**src/rtl/peripheral_ahb4_master_if.sv**
```systemverilog
// AHB-Lite bus bundle between the single-transfer master and an AHB4 slave.
// Parameters: HADDR_SIZE (address width), HDATA_SIZE (data width, 32 or 64).
// Modports:
//   master - drives HSEL/HADDR/HWDATA/HWRITE/HSIZE/HBURST/HPROT/HTRANS/HMASTLOCK,
//            samples HRDATA/HREADY/HRESP.
//   slave  - the mirror image.
interface peripheral_ahb4_master_if #(
   parameter int HADDR_SIZE = 32,
   parameter int HDATA_SIZE = 32
);
   logic                  HSEL;
   logic [HADDR_SIZE-1:0] HADDR;
   logic [HDATA_SIZE-1:0] HWDATA;
   logic [HDATA_SIZE-1:0] HRDATA;
   logic                  HWRITE;
   logic [2:0]            HSIZE;
   logic [2:0]            HBURST;
   logic [3:0]            HPROT;
   logic [1:0]            HTRANS;
   logic                  HMASTLOCK;
   logic                  HREADY;
   logic                  HRESP;

   modport master (
      output HSEL, HADDR, HWDATA, HWRITE, HSIZE, HBURST, HPROT, HTRANS, HMASTLOCK,
      input  HRDATA, HREADY, HRESP
   );

   modport slave (
      input  HSEL, HADDR, HWDATA, HWRITE, HSIZE, HBURST, HPROT, HTRANS, HMASTLOCK,
      output HRDATA, HREADY, HRESP
   );
endinterface

```
**src/rtl/peripheral_ahb4_master.sv**
```systemverilog
// Single-transfer AHB-Lite master: turns one valid/ready command into one
// SINGLE NONSEQ transfer and returns read data / error on a valid/ready
// response channel. One transfer outstanding at a time.
// Ports:
//   HRESETn, HCLK           - async active-low reset, rising-edge clock
//   cmd_valid/cmd_ready     - command handshake; cmd_write/addr/size/wdata payload
//   rsp_valid/rsp_ready     - response handshake; rsp_rdata/rsp_err payload
//   ahb                     - AHB-Lite bus (master modport)
module peripheral_ahb4_master #(
   parameter int          HADDR_SIZE = 32,
   parameter int          HDATA_SIZE = 32,
   parameter logic [3:0]  HPROT_VAL  = 4'b0011
) (
   input  logic                  HRESETn,
   input  logic                  HCLK,
   input  logic                  cmd_valid,
   output logic                  cmd_ready,
   input  logic                  cmd_write,
   input  logic [HADDR_SIZE-1:0] cmd_addr,
   input  logic [2:0]            cmd_size,
   input  logic [HDATA_SIZE-1:0] cmd_wdata,
   output logic                  rsp_valid,
   input  logic                  rsp_ready,
   output logic [HDATA_SIZE-1:0] rsp_rdata,
   output logic                  rsp_err,
   peripheral_ahb4_master_if.master ahb
);

   localparam logic [1:0] HTRANS_IDLE   = 2'b00;
   localparam logic [1:0] HTRANS_NONSEQ = 2'b10;
   localparam logic       DWORD_OK      = (HDATA_SIZE == 64);

   typedef enum logic [1:0] {
      ST_IDLE = 2'd0,
      ST_ADDR = 2'd1,
      ST_DATA = 2'd2,
      ST_RSP  = 2'd3
   } state_t;

   state_t                state_r, next_state_s;
   logic                  accept_s, cmd_ok_s;
   logic                  cmd_ready_r, rsp_valid_r, rsp_err_r;
   logic [HDATA_SIZE-1:0] rsp_rdata_r, wdata_r, hwdata_r;
   logic [HADDR_SIZE-1:0] haddr_r;
   logic                  hwrite_r, hsel_r;
   logic [2:0]            hsize_r;
   logic [1:0]            htrans_r;

   // A command is legal when its size fits the bus and the address is size-aligned.
   function automatic logic cmd_legal(input logic [2:0] addr_lo, input logic [2:0] size);
      logic ok;
      case (size)
         3'd0:    ok = 1'b1;
         3'd1:    ok = (addr_lo[0] == 1'b0);
         3'd2:    ok = (addr_lo[1:0] == 2'b00);
         3'd3:    ok = DWORD_OK && (addr_lo == 3'b000);
         default: ok = 1'b0;
      endcase
      return ok;
   endfunction

   // Next-state logic of the transfer sequencer.
   always_comb begin
      next_state_s = state_r;
      accept_s     = 1'b0;
      cmd_ok_s     = cmd_legal(cmd_addr[2:0], cmd_size);
      case (state_r)
         ST_IDLE: begin
            if (cmd_valid && cmd_ready_r) begin
               accept_s = 1'b1;
               // Rejected commands skip the bus and report straight away.
               if (cmd_ok_s) begin
                  next_state_s = ST_ADDR;
               end else begin
                  next_state_s = ST_RSP;
               end
            end else begin
               next_state_s = ST_IDLE;
            end
         end
         ST_ADDR: begin
            if (ahb.HREADY) begin
               next_state_s = ST_DATA;
            end else begin
               next_state_s = ST_ADDR;
            end
         end
         ST_DATA: begin
            if (ahb.HREADY) begin
               next_state_s = ST_RSP;
            end else begin
               next_state_s = ST_DATA;
            end
         end
         ST_RSP: begin
            if (rsp_ready) begin
               next_state_s = ST_IDLE;
            end else begin
               next_state_s = ST_RSP;
            end
         end
         default: next_state_s = ST_IDLE;
      endcase
   end

   // State register and registered control outputs derived from the next state.
   always_ff @(posedge HCLK or negedge HRESETn) begin
      if (!HRESETn) begin
         state_r     <= ST_IDLE;
         cmd_ready_r <= 1'b0;
         rsp_valid_r <= 1'b0;
         htrans_r    <= HTRANS_IDLE;
         hsel_r      <= 1'b0;
      end else begin
         state_r     <= next_state_s;
         cmd_ready_r <= (next_state_s == ST_IDLE);
         rsp_valid_r <= (next_state_s == ST_RSP);
         htrans_r    <= (next_state_s == ST_ADDR) ? HTRANS_NONSEQ : HTRANS_IDLE;
         hsel_r      <= (next_state_s == ST_ADDR);
      end
   end

   // Command capture, write-data phase and response capture.
   always_ff @(posedge HCLK or negedge HRESETn) begin
      if (!HRESETn) begin
         haddr_r     <= {HADDR_SIZE{1'b0}};
         hwrite_r    <= 1'b0;
         hsize_r     <= 3'b000;
         wdata_r     <= {HDATA_SIZE{1'b0}};
         hwdata_r    <= {HDATA_SIZE{1'b0}};
         rsp_rdata_r <= {HDATA_SIZE{1'b0}};
         rsp_err_r   <= 1'b0;
      end else begin
         // Address-phase registers only change for commands that reach the bus.
         if (accept_s && cmd_ok_s) begin
            haddr_r  <= cmd_addr;
            hwrite_r <= cmd_write;
            hsize_r  <= cmd_size;
            wdata_r  <= cmd_wdata;
         end
         // HWDATA moves into the data phase one cycle after the address is taken.
         if ((state_r == ST_ADDR) && ahb.HREADY && hwrite_r) begin
            hwdata_r <= wdata_r;
         end
         if (accept_s && !cmd_ok_s) begin
            rsp_rdata_r <= {HDATA_SIZE{1'b0}};
            rsp_err_r   <= 1'b1;
         end else if ((state_r == ST_DATA) && ahb.HREADY) begin
            rsp_rdata_r <= hwrite_r ? {HDATA_SIZE{1'b0}} : ahb.HRDATA;
            rsp_err_r   <= ahb.HRESP;
         end
      end
   end

   assign cmd_ready     = cmd_ready_r;
   assign rsp_valid     = rsp_valid_r;
   assign rsp_rdata     = rsp_rdata_r;
   assign rsp_err       = rsp_err_r;
   assign ahb.HSEL      = hsel_r;
   assign ahb.HADDR     = haddr_r;
   assign ahb.HWDATA    = hwdata_r;
   assign ahb.HWRITE    = hwrite_r;
   assign ahb.HSIZE     = hsize_r;
   assign ahb.HBURST    = 3'b000;
   assign ahb.HPROT     = HPROT_VAL;
   assign ahb.HTRANS    = htrans_r;
   assign ahb.HMASTLOCK = 1'b0;

endmodule

```
**src/flat_wrapper.sv**
```systemverilog
// flat-port wrapper written by rule: the top's interface ports become plain ports
module peripheral_ahb4_master_flat 
#(
   parameter int          HADDR_SIZE = 32,
   parameter int          HDATA_SIZE = 32,
   parameter logic [3:0]  HPROT_VAL  = 4'b0011
)
  (HRESETn, HCLK, cmd_valid, cmd_ready, cmd_write, cmd_addr, cmd_size, cmd_wdata, rsp_valid, rsp_ready, rsp_rdata, rsp_err, ahb_HSEL, ahb_HADDR, ahb_HWDATA, ahb_HWRITE, ahb_HSIZE, ahb_HBURST, ahb_HPROT, ahb_HTRANS, ahb_HMASTLOCK, ahb_HRDATA, ahb_HREADY, ahb_HRESP);
  peripheral_ahb4_master_if #(.HADDR_SIZE(HADDR_SIZE), .HDATA_SIZE(HDATA_SIZE)) ahb_i ();
  input  logic HRESETn;
  input  logic HCLK;
  input  logic cmd_valid;
  output logic cmd_ready;
  input  logic cmd_write;
  input  logic [HADDR_SIZE-1:0] cmd_addr;
  input  logic [2:0] cmd_size;
  input  logic [HDATA_SIZE-1:0] cmd_wdata;
  output logic rsp_valid;
  input  logic rsp_ready;
  output logic [HDATA_SIZE-1:0] rsp_rdata;
  output logic rsp_err;
  output wire logic [$bits(ahb_i.HSEL)-1:0] ahb_HSEL;
  output wire logic [$bits(ahb_i.HADDR)-1:0] ahb_HADDR;
  output wire logic [$bits(ahb_i.HWDATA)-1:0] ahb_HWDATA;
  output wire logic [$bits(ahb_i.HWRITE)-1:0] ahb_HWRITE;
  output wire logic [$bits(ahb_i.HSIZE)-1:0] ahb_HSIZE;
  output wire logic [$bits(ahb_i.HBURST)-1:0] ahb_HBURST;
  output wire logic [$bits(ahb_i.HPROT)-1:0] ahb_HPROT;
  output wire logic [$bits(ahb_i.HTRANS)-1:0] ahb_HTRANS;
  output wire logic [$bits(ahb_i.HMASTLOCK)-1:0] ahb_HMASTLOCK;
  input wire logic [$bits(ahb_i.HRDATA)-1:0] ahb_HRDATA;
  input wire logic [$bits(ahb_i.HREADY)-1:0] ahb_HREADY;
  input wire logic [$bits(ahb_i.HRESP)-1:0] ahb_HRESP;
  assign ahb_HSEL = ahb_i.HSEL;
  assign ahb_HADDR = ahb_i.HADDR;
  assign ahb_HWDATA = ahb_i.HWDATA;
  assign ahb_HWRITE = ahb_i.HWRITE;
  assign ahb_HSIZE = ahb_i.HSIZE;
  assign ahb_HBURST = ahb_i.HBURST;
  assign ahb_HPROT = ahb_i.HPROT;
  assign ahb_HTRANS = ahb_i.HTRANS;
  assign ahb_HMASTLOCK = ahb_i.HMASTLOCK;
  assign ahb_i.HRDATA = ahb_HRDATA;
  assign ahb_i.HREADY = ahb_HREADY;
  assign ahb_i.HRESP = ahb_HRESP;
  peripheral_ahb4_master #(.HADDR_SIZE(HADDR_SIZE), .HDATA_SIZE(HDATA_SIZE), .HPROT_VAL(HPROT_VAL)) u_core (.HRESETn(HRESETn), .HCLK(HCLK), .cmd_valid(cmd_valid), .cmd_ready(cmd_ready), .cmd_write(cmd_write), .cmd_addr(cmd_addr), .cmd_size(cmd_size), .cmd_wdata(cmd_wdata), .rsp_valid(rsp_valid), .rsp_ready(rsp_ready), .rsp_rdata(rsp_rdata), .rsp_err(rsp_err), .ahb(ahb_i));
endmodule
```
**config.mk**
```make
export PLATFORM = sky130hd
export DESIGN_NAME = peripheral_ahb4_master_flat
export DESIGN_NICKNAME = d
export VERILOG_FILES = /design/src/rtl/peripheral_ahb4_master_if.sv /design/src/rtl/peripheral_ahb4_master.sv /design/src/flat_wrapper.sv
export SDC_FILE = /design/constraint.sdc
export NUM_CORES = 1
export LEC_CHECK = 0
export ABC_AREA = 1
export CAP_MARGIN = 25
export CELL_PAD_IN_SITES_DETAIL_PLACEMENT = 2
export CELL_PAD_IN_SITES_GLOBAL_PLACEMENT = 2
export CORE_ASPECT_RATIO = 0.7
export CORE_MARGIN = 3
export CORE_UTILIZATION = 25
export DETAILED_ROUTE_END_ITERATION = 12
export PLACE_DENSITY = 0.85
export SKIP_CTS_REPAIR_TIMING = 1
export SLEW_MARGIN = 25
export SYNTH_ARGS = -nofsm -noshare
export SYNTH_HDL_FRONTEND = slang
export SYNTH_SLANG_ARGS = --single-unit
```
**constraint.sdc**
```tcl
create_clock -name HCLK -period 1.5 [get_ports HCLK]
set_input_delay 0.15 -clock HCLK [delete_from_list [all_inputs] [get_ports HCLK]]
set_output_delay 0.15 -clock HCLK [all_outputs]
set_load 0.01 [all_outputs]
```
# == After elaboration in Yosys (flattened, before gate mapping) ==
# Cells that the tools add are included.
# totals
output_inout_bits,114
elab_cells,47
in_bits,106
romBits,0
register_bits,140
mem_bits_rw,0
memories,0
latch_bits,0
# op_classes
add_sub_neg,0
bitwise,1
n_eq_ne,7
shifts,0
mul,0
order_cmp,0
muxes,15
n_reduce_logical,12
div,0
# ops
cell,count
$mux 32,3
$mux 2,5
$pmux 2 s4,1
$eq 2x2->1 const B,3
$logic_and 1x1->1,6
$logic_not 2->1,3
$mux 1,5
$eq 2x1->1 const B,2
$eq 3x1->1 const B,1
$eq 3x2->1 const B,1
$logic_not 3->1,1
$pmux 1 s3,1
$reduce_bool 2->1,1
$logic_not 1->1,1
$not 1->1,1

# == Logic depth before layout (Yosys ltp) ==
# Gate-level depths: netlist (run 1).
# depth
ltp_word,7
depth_mapped,8
depth_no_buf,7

# == Worst setup path after synthesis (run 1) ==
# Ideal clock, no wire load.
# synth_timing
kind,register to register
from,register u_core.state_r[0]
to,register u_core.haddr_r[29] (netlist: u_core.ahb.HADDR[29])
stages_incl_launch_ff,9
t_required_ns,1.369
path_buffers,2
setup_slack_ns,0.191
setup_ns,0.131
synth_period_minus_slack_ns,1.309
t_arrival_ns,1.178
cell_sequence,dfrtp_1 -> inv_1 -> nand2_1 -> nor2_2 -> nand3_2 -> buf_6 -> buf_6 -> nand2_1 -> o21ai_0
# synth_between
elab_chain_cells,3
# synth_lines
item,line_no,text
start: declaration,peripheral_ahb4_master.sv:40,"state_t state_r, next_state_s;"
start signal: assignment,peripheral_ahb4_master.sv:115,state_r <= next_state_s;
$logic_not 2->1,peripheral_ahb4_master.sv:67,case (state_r)
$mux 1,peripheral_ahb4_master.sv:67,
$logic_and 1x1->1,peripheral_ahb4_master.sv:135,if (accept_s && cmd_ok_s) begin
end signal: assignment,peripheral_ahb4_master.sv:126,haddr_r <= {HADDR_SIZE{1'b0}};
end signal: assignment,peripheral_ahb4_master.sv:136,haddr_r <= cmd_addr;
end: declaration,peripheral_ahb4_master.sv:44,logic [HADDR_SIZE-1:0] haddr_r;
# No other way between the ends.
# A chain may end at the register's enable or synchronous reset.

# == Final worst setup path (run 1) ==
# layout_timing
from,register u_core.hsize_r[0] (netlist: u_core.ahb.HSIZE[0])
to,output ahb_HSIZE[0]
# layout_lines
item,line_no,text
start: declaration,peripheral_ahb4_master.sv:46,logic [2:0] hsize_r;
start signal: assignment,peripheral_ahb4_master.sv:138,hsize_r <= cmd_size;
end: declaration,flat_wrapper.sv:26,output wire logic [$bits(ahb_i.HSIZE)-1:0] ahb_HSIZE;
# No word-level cell between the ends.

==> run_results.csv, run 1 <==
group,metric,value,unit
sta,fin_tns_setup,0,ns
placement,gp_congestion,0.718,
logic_synthesis,synth_top_area_share,0.603,
job,cap_violations,0,
critical_path,cp.buffers_inverters,1,
power,vdd.ir_drop.worst,773,uV
power,power.leakage,5.74,nW
critical_path,arrival,1.30,ns
floorplan,num_rows,45,
global_route,grt_pass1_wl,30.6,mm
routing,dr.pass1.iters,4,
critical_path,slowest_delay,0.54,ns
logic_synthesis,synth_cells,649,
cts,cts.htree.levels,4,
global_route,grt_start_max_net_pins,65,
sta,final_hold_viol_count,0,
logic_synthesis,async_flop_share,1.00,
sta,fin_crit_sh,0.970,
critical_path,cp.required,1.35,ns
critical_path,startpoint_type,"flop",
cts,clock_sinks,138,
logic_synthesis,synth_ff_type,"dfrtp_1",
routing,via_per_inst,4.24,
critical_path,crit_type,"flop to output pin",
logic_synthesis,synth.most_common_cell,"nand2_1",
global_route,globalRoute.totalOverflow,0,
floorplan,die_area,24800,um^2
floorplan,num_io_pins,220,
critical_path,critical_path_peak_fanout,2,
cts,ctsRootBufferMaster,"clkbuf_16",
critical_path,critical-path-top-delay-family,"buffers and inverters",
logic_synthesis,netlist_area,5730,um^2
layout,nFillCells,2362,
logic_synthesis,syn_avg_cell_area,8.83,um^2
sta,finalWorstPathRequiredPeriod,1.45,ns
floorplan,core_area,22100,um^2
global_route,grt_pass1_vias,5691,
routing,first_iter_violations,207,
power,power_density,1750,nW/um^2
critical_path,slowest_stage,"clkdlybuf4s50_1",
layout,syn_to_final_growth,60.6,%
logic_synthesis,synth.largest_area_cell,"dfrtp_1",
floorplan,initial_core_util,0.260,
routing,drtAntennaViolNets,0,
floorplan,die_h,133,um
logic_synthesis,ys_ff_latch,138,
logic_synthesis,synth_area_leaders,"dfrtp_1, nand2_1, o21ai_0",
min_path,hp-class,"input pin to async pin",
global_route,grt_usage,0.156,
floorplan,die_x,187,um
routing,wl_per_cell,16.4,um
sta,clock_skew,0.00535,ns
sta,setup_viol,0,
logic_synthesis,yosysUniqueCellTypes,17,
layout,nNetsFinal,971,
routing,wirelength,19.4,mm
sta,holdWs,0.218,ns
routing,vias,5021,
placement,dp_hpwl,13.7,mm
logic_synthesis,ys_warn_count,0,
logic_synthesis,synth-edff-count,0,
layout,layout-drive-gt1-share,0.0683,
critical_path,crit_path_cell_trace,"clkdlybuf4s50_1",
logic_synthesis,synth_common_cells,"nand2_1, dfrtp_1, o21ai_0",
cts,cts_made_buffers,17,
sta,slew_viol_final,0,
logic_synthesis,synth-seq-area-share,0.603,
cts,clk_latency,0.42,ns
sta,timing.fmax,0.687,GHz
layout,antenna_cells,0,
cts,cts_buffer_depth,2,
cts,cts_tree,"yes",
global_route,antenna_found_initial,1,
status,outcome,"complete, no violations",
cts,clkTransAtPathRegs,0.06,ns
critical_path,end_kind,"output pin",
critical_path,r2r_setup_slack,0.11,ns
layout,postLayoutCoreUtil,0.417,
routing,route.detailed.drc,0,
placement,numPortBuffers,210,
## layout make-up
class | instances | area (um^2) | share of cell area
well taps | 305 | 382 | 0.0415
flip-flops and latches | 138 | 3450 | 0.375
inverters | 108 | 405 | 0.0441
multi-input cells | 367 | 1680 | 0.182
clock inverters | 11 | 140 | 0.0152
clock buffers | 21 | 480 | 0.0522
repair buffers | 233 | 2660 | 0.290
## worst paths after layout
check                                    start              endpoint  depth (start not counted)
setup / recovery           u_core.ahb.HSIZE[0]          ahb_HSIZE[0]                          1
hold / removal                         HRESETn  u_core.ahb.HWDATA[2]                          2
setup reg to reg             u_core.state_r[0]    u_core.wdata_r[11]                          7
hold reg to reg            u_core.ahb.HADDR[6]   u_core.ahb.HADDR[6]                          2
max in group asynchronous              HRESETn  u_core.ahb.HADDR[17]                          3
min in group HCLK                 cmd_wdata[8]     u_core.wdata_r[8]                          3
## routing by layer
layer	wire, um	up-vias	track usage
met5	13	-	0
met4	225	2	0.0382
met3	1340	20	0.0659
met2	9780	139	0.266
met1	8070	2476	0.182
li1	-	2384	-
## flip-flops by register name, summed over array words and instances (netlist names)
| name | flops |
|---|---|
| u_core.rsp_err | 1 |
| u_core.ahb.HTRANS | 1 |
| u_core.rsp_valid | 1 |
| u_core.cmd_ready | 1 |
| u_core.rsp_rdata | 32 |
| u_core.ahb.HWRITE | 1 |
| u_core.ahb.HWDATA | 32 |
| u_core.ahb.HSIZE | 3 |
| u_core.ahb.HADDR | 32 |
| u_core.wdata_r | 32 |
| u_core.state_r | 2 |
## through the flow
stage	total power, mW	instances	worst slack, ns	area [um^2]
4_1_cts	16.6	1181	-0.144	8910
3_5_place_dp	11.9	1149	-0.167	8290
5_1_grt	17.3	1183	-0.0147	9200
3_3_place_gp	11.6	1149	-0.0962	8290
6_report	16.1	1183	0.0453	9200
2_1_floorplan	8.35	656	0.191	5760
## cells by family after synthesis
| logic type | count (synthesis) | synth area share |
|---|---|---|
| flops | 138 | 0.603 |
| compound gates | 134 | 0.117 |
| simple gates | 224 | 0.165 |
| buf+inv | 151 | 0.114 |
| other cells | 2 | 0.00131 |
## cells in the final DEF, fill, tap and decap left out, drive strengths merged
cell type,netlist,routed
clkbuf,23,22
a21oi,1,1
clkinvlp,0,1
nand2,180,180
clkdlybuf4s50,0,112
o21ai,133,133
nand4,2,2
dfrtp,138,138
and2,32,32
clkinv,0,5
nor2,6,6
dlymetal6s2s,0,97
inv,108,110
dlygate4sd3,0,1
buf,20,22
nand3,4,4
bufinv,0,3
conb,2,9
## power breakdown
group	leakage (nW)	internal, mW	switching [mW]
Clock	0.309	2.79	1.63
Combinational	3.62	2.91	2.80
Sequential	1.80	5.14	0.789
Total	5.74	10.8	5.22
Note: power is estimated with default switching activity, not from simulation.
==> run 2, diff against run 1 <==
--- a/config.mk
+++ b/config.mk
@@ -12,6 +12,7 @@
 export CORE_ASPECT_RATIO = 0.7
 export CORE_MARGIN = 3
 export CORE_UTILIZATION = 25
+export CTS_CLUSTER_DIAMETER = 80
 export DETAILED_ROUTE_END_ITERATION = 12
 export PLACE_DENSITY = 0.85
 export SKIP_CTS_REPAIR_TIMING = 1
==> results of run 2 <==
The final DEF is identical to that of run 1; final timing and power are the same.
==> run 3, diff against run 2 <==
--- a/config.mk
+++ b/config.mk
@@ -11,10 +11,10 @@
 export CELL_PAD_IN_SITES_GLOBAL_PLACEMENT = 2
 export CORE_ASPECT_RATIO = 0.7
 export CORE_MARGIN = 3
-export CORE_UTILIZATION = 25
+export CORE_UTILIZATION = 27
 export CTS_CLUSTER_DIAMETER = 80
 export DETAILED_ROUTE_END_ITERATION = 12
-export PLACE_DENSITY = 0.85
+export PLACE_DENSITY = 0.91
 export SKIP_CTS_REPAIR_TIMING = 1
 export SLEW_MARGIN = 25
 export SYNTH_ARGS = -nofsm -noshare
==> constraint.sdc (replaced) <==
create_clock -name HCLK -period 1.9 [get_ports HCLK]
set_input_delay 0.19 -clock HCLK [delete_from_list [all_inputs] [get_ports HCLK]]
set_output_delay 0.19 -clock HCLK [all_outputs]
set_load 0.01 [all_outputs]
==> run 3 against run 2 <==
Global-route usage increased by 1.3 points. Worst hold slack improved by 0.080 ns. Flip-flop and latch count unchanged. Count of clock-buffer cells in the layout decreased by 3. Critical path depth unchanged. Sequential share of layout area increased by 2.1 points. Non-clock buffer count decreased by 11. First-iteration DRC count increased by 11%. Cell area decreased by 5.3%. Worst setup slack improved by 0.22 ns. Via count decreased by 0.96%. Core utilization increased by 1.1 points. Highest routed layer unchanged. Critical path type unchanged.
==> run_results.csv, run 3 (synthesis results as in run 1) <==
group,metric,value,unit
layout,layout_common_cells,"clkdlybuf4s50_1, nand2_1, dfrtp_1",
job,cap_violations,0,
routing,route.detailed.drc,0,
routing,vias,4973,
routing,wl_per_cell,16.8,um
sta,slew_headroom,0.587,
critical_path,cp.required,1.71,ns
placement,dp_hpwl,13.8,mm
min_path,hp-class,"input pin to async pin",
sta,tightest_slew,0.620,ns
global_route,grt_pass1_vias,5540,
layout,mostFrequentLayoutCell,"clkdlybuf4s50_1",
global_route,grt_usage,0.169,
floorplan,initial_core_util,0.282,
critical_path,slowest_stage,"clkdlybuf4s50_1",
sta,final_hold_viol_count,0,
critical_path,cp.buffers_inverters,1,
floorplan,num_rows,43,
layout,layout-drive-gt1-share,0.0542,
power,intPower,8.25,mW
cts,cts_made_buffers,17,
power,power_switching,4.24,mW
cts,clkTransAtPathRegs,0.06,ns
routing,dr.pass1.iters,4,
floorplan,die_h,128,um
power,power_density,1430,nW/um^2
cts,clk_latency,0.42,ns
critical_path,critical_path_peak_fanout,4,
floorplan,die_x,180,um
critical_path,critical-path-top-delay-family,"buffers and inverters",
critical_path,arrival,1.44,ns
routing,via_per_inst,4.37,
critical_path,slowest_delay,0.60,ns
layout,syn_to_final_growth,52.0,%
sta,rsz0062_at_grt,"false",
status,outcome,"complete, no violations",
sta,fin_crit_sh,0.858,
critical_path,crit_path_cell_trace,"clkdlybuf4s50_1",
critical_path,crit_type,"flop to output pin",
layout,antenna_cells,0,
sta,timing.fmax,0.614,GHz
routing,drtAntennaViolNets,0,
placement,numPortBuffers,210,
critical_path,r2r_setup_slack,0.30,ns
floorplan,die_area,23000,um^2
critical_path,end_kind,"output pin",
global_route,grt_start_max_net_pins,65,
power,power_frac_comb,0.362,
critical_path,startpoint_type,"flop",
routing,wirelength,19.1,mm
sta,holdWs,0.298,ns
cts,ctsRootBufferMaster,"clkbuf_16",
placement,placed_cells,1104,
power,power.leakage,4.16,nW
cts,cts.htree.levels,4,
routing,first_iter_violations,229,
power,switching_share,0.339,
sta,slew_viol_final,0,
placement,gp_congestion,0.741,
layout,layout.cells.non_filler,1137,
cts,cts_buffer_depth,2,
sta,finalWorstPathRequiredPeriod,1.63,ns
global_route,antenna_found_initial,1,
power,power_frac_clock,0.258,
power,seqPwrFrac,0.380,
cts,clock_sinks,138,
floorplan,core_area,20300,um^2
sta,clock_skew,0.0151,ns
layout,fin_area,8710,um^2
layout,nNetsFinal,960,
power,vdd.ir_drop.worst,544,uV
global_route,globalRoute.totalOverflow,0,
floorplan,num_io_pins,220,
sta,fin_tns_setup,0,ns
cts,cts_tree,"yes",
sta,setup_viol,0,
placement,place_area,8130,um^2
global_route,grt_pass1_wl,30.7,mm
## run 3: changes by cell type in the layout (fill, tap and decap cells not counted), moves of 5 or more
cell,delta
dlymetal6s2s_1,-97
clkinv_2,-5
buf_4,-7
clkinvlp_4,+5
clkdlybuf4s50_1,+97
## run 3: layer usage
layer / routed length [um] / GRT usage
met4: 140 / 0.0338
met2: 9560 / 0.297
met5: 18 / 0
met1: 8080 / 0.199
met3: 1360 / 0.0649
## run 3: final cells by class
type / count / area [um^2]
fillers: 2244 / 11600
clock buffers: 18 / 429
flip-flops and latches: 138 / 3450
inverters: 108 / 405
well taps: 270 / 338
repair buffers: 222 / 2280
multi-input cells: 367 / 1660
clock inverters: 14 / 139
## run 3: per-stage QoR
stage	worst slack [ns]	power, mW	util
2_1_floorplan	0.591	6.59	-
3_3_place_gp	0.178	9.03	0.400
3_5_place_dp	0.0514	9.37	0.400
4_1_cts	0.236	12.7	0.428
5_1_grt	0.129	13.4	0.428
6_report	0.270	12.5	0.428
## run 3: power by group through the flow
stage	Sequential [mW]	Clock, mW	Combinational (mW)
final	4.75	3.23	4.52
after global routing	4.92	3.47	5.02
after CTS	4.77	3.33	4.63
after detailed placement	4.79	0	4.57
after global placement	4.72	0	4.31
after floorplan	5.03	0	1.57
## run 3: final timing paths
path                                         end  depth (start not counted)                   from
setup reg to reg           u_core.ahb.HWDATA[18]                          5      u_core.state_r[0]
hold reg to reg            u_core.ahb.HWDATA[30]                          2  u_core.ahb.HWDATA[30]
hold / removal              u_core.ahb.HWDATA[4]                          2                HRESETn
setup / recovery                      ahb_HWRITE                          1      u_core.ahb.HWRITE
min in group HCLK              u_core.wdata_r[7]                          3           cmd_wdata[7]
max in group asynchronous   u_core.rsp_rdata[22]                          3                HRESETn
